--- src/rtl/instruction_encoder_pkg.sv ---
// Shared encoder definitions: opcodes, ALU operations, request kinds, field positions and ranges.
// Ports: none (package). Imported by instr_pack and instruction_encoder.
// The range helper treats an immediate as legal when it sign-extends from the given width.
package instruction_encoder_pkg;

  typedef logic [31:0] data_t;

  localparam logic [2:0] OPCODE_R    = 3'd0;
  localparam logic [2:0] OPCODE_I    = 3'd1;
  localparam logic [2:0] OPCODE_F    = 3'd2;
  localparam logic [2:0] OPCODE_M    = 3'd3;
  localparam logic [2:0] OPCODE_J    = 3'd4;
  localparam logic [2:0] OPCODE_UP   = 3'd5;
  localparam logic [2:0] OPCODE_HALT = 3'd7;

  // Encodings 28..31 are deliberately unassigned and are rejected as illegal.
  typedef enum logic [4:0] {
    ALU_ADD = 5'd0, ALU_SUB, ALU_MUL, ALU_DIV, ALU_SLT, ALU_SLL, ALU_SEQ, ALU_SNEZ, ALU_MIN, ALU_ABS,
    ALU_ADDI = 5'd10, ALU_MULI, ALU_DIVI, ALU_SLLI,
    ALU_FADD = 5'd14, ALU_FSUB, ALU_FMUL, ALU_FDIV, ALU_FMIN, ALU_FMAX, ALU_FSQRT,
    ALU_FEQ, ALU_FLT, ALU_FLE, ALU_FCVT_S_W,
    ALU_JAL = 5'd25, ALU_BEQZ, ALU_SYNC
  } alu_instruction_t;

  typedef enum logic [2:0] {
    K_ALU  = 3'd0, K_LW = 3'd1, K_SW = 3'd2, K_FLW = 3'd3,
    K_FSW  = 3'd4, K_LUI = 3'd5, K_HALT = 3'd6
  } instr_kind_t;

  // Field positions
  localparam int OPCODE_LSB   = 29;
  localparam int RD_LSB       = 0;
  localparam int RS1_LSB      = 5;
  localparam int RS2_LSB      = 14;
  localparam int FUNCT4_LSB   = 10;
  localparam int J_FUNCT3_LSB = 12;
  localparam int M_FUNCT3_LSB = 10;
  localparam int SCALAR_RIF   = 28;
  localparam int SCALAR_M     = 13;
  localparam int SCALAR_UP    = 5;

  // Signed immediate widths that must hold the value
  localparam int unsigned IMM_I_BITS   = 14;
  localparam int unsigned IMM_MEM_BITS = 15;
  localparam int unsigned IMM_BR_BITS  = 18;
  localparam int unsigned IMM_JAL_BITS = 28;

  function automatic logic fits_signed(input data_t v, input int unsigned bits);
    data_t hi;
    hi = data_t'($signed(v) >>> (bits - 1));
    return (hi == '0) || (hi == '1);
  endfunction

endpackage

--- src/rtl/instruction_encoder_pack.sv ---
// Combinational packing of one request into a 32-bit instruction word plus a legality flag.
// Ports: kind/alu_op/rd/rs1/rs2/imm/scalar in; word, legal out. Pure combinational, no clock.
// Fields are written funct, registers, immediate, scalar so later fields win on overlap.
module instr_pack
  import instruction_encoder_pkg::*;
(
  input  instr_kind_t      kind,
  input  alu_instruction_t alu_op,
  input  logic [4:0]       rd,
  input  logic [4:0]       rs1,
  input  logic [4:0]       rs2,
  input  data_t            imm,
  input  logic             scalar,
  output data_t            word,
  output logic             legal
);

  logic [4:0] op_n;
  assign op_n = alu_op;

  always_comb begin
    word  = '0;
    legal = 1'b1;
    case (kind)
      K_ALU: begin
        case (alu_op) inside
          [ALU_ADD:ALU_ABS]: begin
            word[31:OPCODE_LSB]           = OPCODE_R;
            word[FUNCT4_LSB +: 4]         = op_n[3:0];
            word[RD_LSB +: 5]             = rd;
            word[RS1_LSB +: 5]            = rs1;
            word[RS2_LSB +: 5]            = rs2;
            word[SCALAR_RIF]              = scalar;
          end
          [ALU_ADDI:ALU_SLLI]: begin
            word[31:OPCODE_LSB] = OPCODE_I;
            case (alu_op)
              ALU_MULI: word[FUNCT4_LSB +: 4] = 4'd2;
              ALU_DIVI: word[FUNCT4_LSB +: 4] = 4'd3;
              ALU_SLLI: word[FUNCT4_LSB +: 4] = 4'd10;
              default:  word[FUNCT4_LSB +: 4] = 4'd0;
            endcase
            word[RD_LSB +: 5]  = rd;
            word[RS1_LSB +: 5] = rs1;
            word[27:14]        = imm[13:0];
            word[SCALAR_RIF]   = scalar;
            legal              = fits_signed(imm, IMM_I_BITS);
          end
          [ALU_FADD:ALU_FCVT_S_W]: begin
            word[31:OPCODE_LSB]   = OPCODE_F;
            word[FUNCT4_LSB +: 4] = 4'(op_n - 5'(ALU_FADD));
            word[RD_LSB +: 5]     = rd;
            word[RS1_LSB +: 5]    = rs1;
            word[RS2_LSB +: 5]    = rs2;
            word[SCALAR_RIF]      = scalar;
          end
          ALU_JAL: begin
            // The 26-bit offset covers funct3 and rd entirely.
            word[31:OPCODE_LSB]     = OPCODE_J;
            word[J_FUNCT3_LSB +: 3] = 3'b000;
            word[RD_LSB +: 5]       = rd;
            word[28:13]             = imm[27:12];
            word[9:0]               = imm[11:2];
            legal = fits_signed(imm, IMM_JAL_BITS) && (imm[1:0] == 2'b00);
          end
          ALU_BEQZ: begin
            word[31:OPCODE_LSB]     = OPCODE_J;
            word[J_FUNCT3_LSB +: 3] = 3'b001;
            word[RS1_LSB +: 5]      = rs1;
            word[28:19]             = imm[17:8];
            word[13]                = imm[7];
            word[4:0]               = imm[6:2];
            legal = fits_signed(imm, IMM_BR_BITS) && (imm[1:0] == 2'b00);
          end
          ALU_SYNC: begin
            word[31:OPCODE_LSB]     = OPCODE_J;
            word[J_FUNCT3_LSB +: 3] = 3'b110;
          end
          default: legal = 1'b0;
        endcase
      end
      // Memory funct3 sits at [12:10]; bits 13/14 belong to the scalar bit and immediate.
      K_LW, K_FLW: begin
        word[31:OPCODE_LSB]     = OPCODE_M;
        word[M_FUNCT3_LSB +: 3] = (kind == K_FLW) ? 3'b010 : 3'b000;
        word[RD_LSB +: 5]       = rd;
        word[RS1_LSB +: 5]      = rs1;
        word[28:14]             = imm[14:0];
        word[SCALAR_M]          = scalar;
        legal                   = fits_signed(imm, IMM_MEM_BITS);
      end
      K_SW, K_FSW: begin
        word[31:OPCODE_LSB]     = OPCODE_M;
        word[M_FUNCT3_LSB +: 3] = (kind == K_FSW) ? 3'b011 : 3'b001;
        word[RS1_LSB +: 5]      = rs1;
        word[RS2_LSB +: 5]      = rs2;
        word[28:19]             = imm[14:5];
        word[4:0]               = imm[4:0];
        word[SCALAR_M]          = scalar;
        legal                   = fits_signed(imm, IMM_MEM_BITS);
      end
      K_LUI: begin
        word[31:OPCODE_LSB] = OPCODE_UP;
        word[RD_LSB +: 5]   = rd;
        word[28:9]          = imm[31:12];
        word[SCALAR_UP]     = scalar;
        legal               = (imm[11:0] == 12'd0);
      end
      K_HALT: word[31:OPCODE_LSB] = OPCODE_HALT;
      default: legal = 1'b0;
    endcase
  end

endmodule

--- src/rtl/instruction_encoder.sv ---
// Accepts instruction requests, encodes them and writes each word to sequential instruction-memory addresses.
// Ports: clk/reset, in_* request handshake, load_addr*, mem_write_* write port, err_illegal, instr_count.
// Latency 1 from accept to mem_write_valid; in_ready drops while a word waits for mem_write_ready.
module instruction_encoder
  import instruction_encoder_pkg::*;
#(
  parameter int ADDR_WIDTH = 8
) (
  input  logic                  clk,
  input  logic                  reset,
  input  logic                  in_valid,
  output logic                  in_ready,
  input  instr_kind_t           in_kind,
  input  alu_instruction_t      in_alu_op,
  input  logic [4:0]            in_rd,
  input  logic [4:0]            in_rs1,
  input  logic [4:0]            in_rs2,
  input  data_t                 in_imm,
  input  logic                  in_scalar,
  input  logic                  load_addr_valid,
  input  logic [ADDR_WIDTH-1:0] load_addr,
  output logic                  mem_write_valid,
  input  logic                  mem_write_ready,
  output logic [ADDR_WIDTH-1:0] mem_write_address,
  output logic [31:0]           mem_write_data,
  output logic                  err_illegal,
  output logic [15:0]           instr_count
);

  typedef enum logic {S_IDLE, S_WRITE} state_t;

  state_t state, state_nxt;
  data_t  pack_word;
  logic   pack_legal;
  logic   accept;

  instr_pack u_pack (
    .kind   (in_kind),
    .alu_op (in_alu_op),
    .rd     (in_rd),
    .rs1    (in_rs1),
    .rs2    (in_rs2),
    .imm    (in_imm),
    .scalar (in_scalar),
    .word   (pack_word),
    .legal  (pack_legal)
  );

  assign in_ready        = (state == S_IDLE);
  assign mem_write_valid = (state == S_WRITE);
  assign accept          = in_valid && in_ready;

  always_ff @(posedge clk) begin
    if (reset) state <= S_IDLE;
    else       state <= state_nxt;
  end

  always_comb begin
    state_nxt = state;
    case (state)
      S_IDLE:  if (accept && pack_legal) state_nxt = S_WRITE;
      S_WRITE: if (mem_write_ready)      state_nxt = S_IDLE;
      default: state_nxt = S_IDLE;
    endcase
  end

  // Address load and increment happen in different states, so they never collide.
  always_ff @(posedge clk) begin
    if (reset) begin
      mem_write_address <= '0;
      mem_write_data    <= '0;
      err_illegal       <= 1'b0;
      instr_count       <= '0;
    end else begin
      err_illegal <= accept && !pack_legal;
      if (in_ready && load_addr_valid) mem_write_address <= load_addr;
      if (accept && pack_legal)        mem_write_data    <= pack_word;
      if (mem_write_valid && mem_write_ready) begin
        mem_write_address <= mem_write_address + 1'b1;
        instr_count       <= instr_count + 16'd1;
      end
    end
  end

endmodule

--- config.mk ---
export PLATFORM = sky130hd
export DESIGN_NAME = instruction_encoder
export DESIGN_NICKNAME = d
export VERILOG_FILES = /design/src/rtl/instruction_encoder_pkg.sv /design/src/rtl/instruction_encoder_pack.sv /design/src/rtl/instruction_encoder.sv
export SDC_FILE = /design/constraint.sdc
export NUM_CORES = 1
export LEC_CHECK = 0
export CAP_MARGIN = 25
export CORE_MARGIN = 2
export CORE_UTILIZATION = 42
export DETAILED_ROUTE_END_ITERATION = 10
export PLACE_DENSITY = 0.74
export SETUP_SLACK_MARGIN = 0.2
export SLEW_MARGIN = 10
export SYNTH_ARGS = -nofsm -noshare
export SYNTH_HDL_FRONTEND = slang
export SYNTH_SLANG_ARGS = --single-unit
--- constraint.sdc ---
create_clock -name clk -period 2.5 [get_ports clk]
set_input_delay 0.5 -clock clk [delete_from_list [all_inputs] [get_ports clk]]
set_output_delay 0.5 -clock clk [all_outputs]
set_load 0.03 [all_outputs]
==> run metrics <==
combinational power share 33.7%; unrepaired setup endpoints after global routing true; H-tree levels 3; area grow syn2layout 75.2%; Primary FF master, synth dfxtp_1; Final Skew 0.00605 ns; slew at the pin closest to its max-slew limit 0.651 ns; first drt pass iteration count 6; Post-DP Area 6220 um^2; Syn Nets 585; Clk network pwr share 29.6%; RePlAce Congestion 0.989; largest net degree at the start of global routing 40; CP cell instances buf_6, buf_4, or4b_4, o31a_1, and3_1, a222oi_1, a2111oi_4, a31o_1; VDD IR-drop max 0.000289 V; switching share of power 33.9%; Ant. Diodes 0; antenna viol nets, final 0; most frequent cells in the layout 118 x buf_4, 95 x clkdlybuf4s50_1, 58 x dfxtp_1, 57 x nand2_1, 46 x nor2_1; vias per cell 6.00; initial core utilization 43.0%; cell area power density 392 nW/um^2; Slew headroom 56.6%; pre-CTS setup slack -0.701 ns; worst-skew pair later-pin latency 0.33 ns; Worst Reg2Reg Path Length in Cells 7; ys async rst share 0%; TritonCTS clock tree yes; Clock Sink Count 58; Flop pwr share 36.6%; commonest non-fill, non-tap cell in the layout buf_4; Vert. Die Dim 101 um; Fin. Hold Viols 0; crit share post-route 92.5%; WP data arrival 2.55 ns; via count 5,186; fin worst setup slack 0.187 ns; min cycle time layout 2.31 ns; critical path class input port to register; layout cell share with drive strength beyond 1 30.5%; Num CTS Buffers 9; clk root buf clkbuf_8; mapped cell area 3930 um^2; total wire length 16,600 um; max incr delay on CP 0.55 ns; final core occ 75.3%; first-pass GRT wire length 25,800 um; Filler cells 665; top layer in use met4; IO buf count 127; Max Cap Violations 0; DIE AREA 10,200 um^2; WL/cell 19.2 um; Initial DRC Count 440; switching power 0.915 mW; Worst-path clk slew 0.08 ns; crit end category register; Mapped Cells 509; row cnt 35; Final Net Count 824; total core area 9150 um^2; crit-path max FO 7; DRC 0; Post-DP HPWL 12,300 um; Cells on Worst Hold Path 2; Seq/Total Area, Yosys 29.5%; syn_area_per_cell 7.73 um^2; startpoint types input port; Synth Warn # 0; grt ovf 0; Ports 128; leakage 2.81 nW; Post-CTS Hold Buffers 0; register bit count reported by yosys 58; Int Power 1.79 mW; GRT Total Usage 32.3%; total chip power 2.70 mW; die width 101 um; worst hold path type register to register; number of global-route vias before repair 5,047; Required @ worst endpoint 2.74 ns; fin area 6890 um^2; wl on met1 6510 um; final setup fails 0; Distinct cells, synth 71; achievable frequency 432 MHz; Routed met2 length 8060 um; number of flops mapped to enable cells by yosys 0; WL met3 1420 um; Final Max Slew Viols 0; initial antenna violation count 0; outcome completed; Crit-path slowest cell or4b_4; largest buffer count on any clock path 2
-- cell families (layout without fill, tap and decap cells) --
logic type	count (synthesis)	in the layout	share of synthesized area, %
AO/OA/AOI/OAI	172	172	31.3
XOR/XNOR	13	13	2.89
adder cells (fa/ha/maj)	7	7	2.23
buffers and inverters	47	291	5.31
flip-flops	58	58	29.5
multiplexers	18	18	4.61
AND/OR/NAND/NOR	194	194	24.1
-- critical path: cells and delay by family --
| kind | cells | cell delay [ns] |
|---|---|---|
| and+or+nand+nor | 2 | 0.79 |
| AOI/OAI and AO/OA | 4 | 0.98 |
| buffers and inverters | 2 | 0.29 |
-- timing repair --
item | CTS | global route
pin swaps | 18 | 24
buffers inserted | 10 | 3
gates cloned | 1 | 2
gates resized for setup | 103 | 71
endpoints found under the hold margin | 0 | 0
endpoints found under the setup margin | 34 | 33
-- cell usage after synthesis (all sizes together) (3+ instances only) --
master / count / area (um^2)
a2111oi: 4 / 41.3
a211oi: 6 / 50.1
a21o: 9 / 67.6
a21oi: 34 / 170
a221o: 5 / 50.1
a221oi: 12 / 105
a22o: 3 / 26.3
a22oi: 19 / 143
a311oi: 5 / 43.8
a31o: 3 / 26.3
a31oi: 5 / 37.5
and3: 9 / 56.3
buf: 15 / 88.8
clkbuf: 21 / 78.8
dfxtp: 58 / 1160
ha: 7 / 87.6
inv: 9 / 33.8
mux2i: 17 / 170
nand2: 58 / 218
nand2b: 3 / 18.8
nand3: 17 / 85.1
nand4: 14 / 87.6
nor2: 51 / 194
nor2b: 8 / 50.1
nor3: 8 / 45.0
nor3b: 4 / 30.0
nor4: 8 / 56.3
o21ai: 32 / 160
o31ai: 14 / 119
or3: 4 / 25.0
xnor2: 4 / 35.0
xor2: 9 / 78.8
-- power groups by stage --
stage	registers (mW)	logic, mW	clock network [mW]
3_5_place_dp	1.01	0.811	0
5_1_grt	0.994	0.959	0.848
6_report	0.990	0.912	0.800
4_1_cts	0.989	0.857	0.805
3_3_place_gp	1.01	0.798	0
2_1_floorplan	1.08	0.304	0
-- worst paths after layout --
kind	from	to	slack, ns
min	mem_write_data[3]	mem_write_data[3]	0.46
min reg2reg	mem_write_data[3]	mem_write_data[3]	0.46
max reg2reg	mem_write_valid	mem_write_data[13]	0.53
max	in_alu_op[1]	mem_write_data[5]	0.19
-- metal layers --
metal  global-route usage [%]  up-vias
met4                     11.9        0
met1                     40.1     2434
met3                     4.99       58
li1                         -     2405
met2                     56.2      289
met5                        0        -
-- stage by stage --
stage / TNS (ns) / hold slack [ns] / std cells
floorplan: 0 / 0.579 / 509
CTS: 0 / 0.470 / 859
global route: -0.00209 / 0.482 / 864
detailed placement: -20.65 / 0.451 / 832
global placement: -18.04 / 0.445 / 832
finish: 0 / 0.462 / 864
-- registers in the layout (all words and copies together) (netlist names) --
| name | flops |
|---|---|
| mem_write_address | 8 |
| err_illegal | 1 |
| instr_count | 16 |
| mem_write_valid | 1 |
| mem_write_data | 32 |
-- area by class of cell --
cell class / count / area, um^2 / area share (%)
inverters: 11 / 51.3 / 0.744
repair buffers: 264 / 2440 / 35.4
well taps: 111 / 139 / 2.02
clock buffers: 10 / 138 / 2.00
multi-input cells: 404 / 2920 / 42.4
clock inverters: 6 / 42.5 / 0.617
flip-flops and latches: 58 / 1160 / 16.8
(Power assumes the default switching activity.)
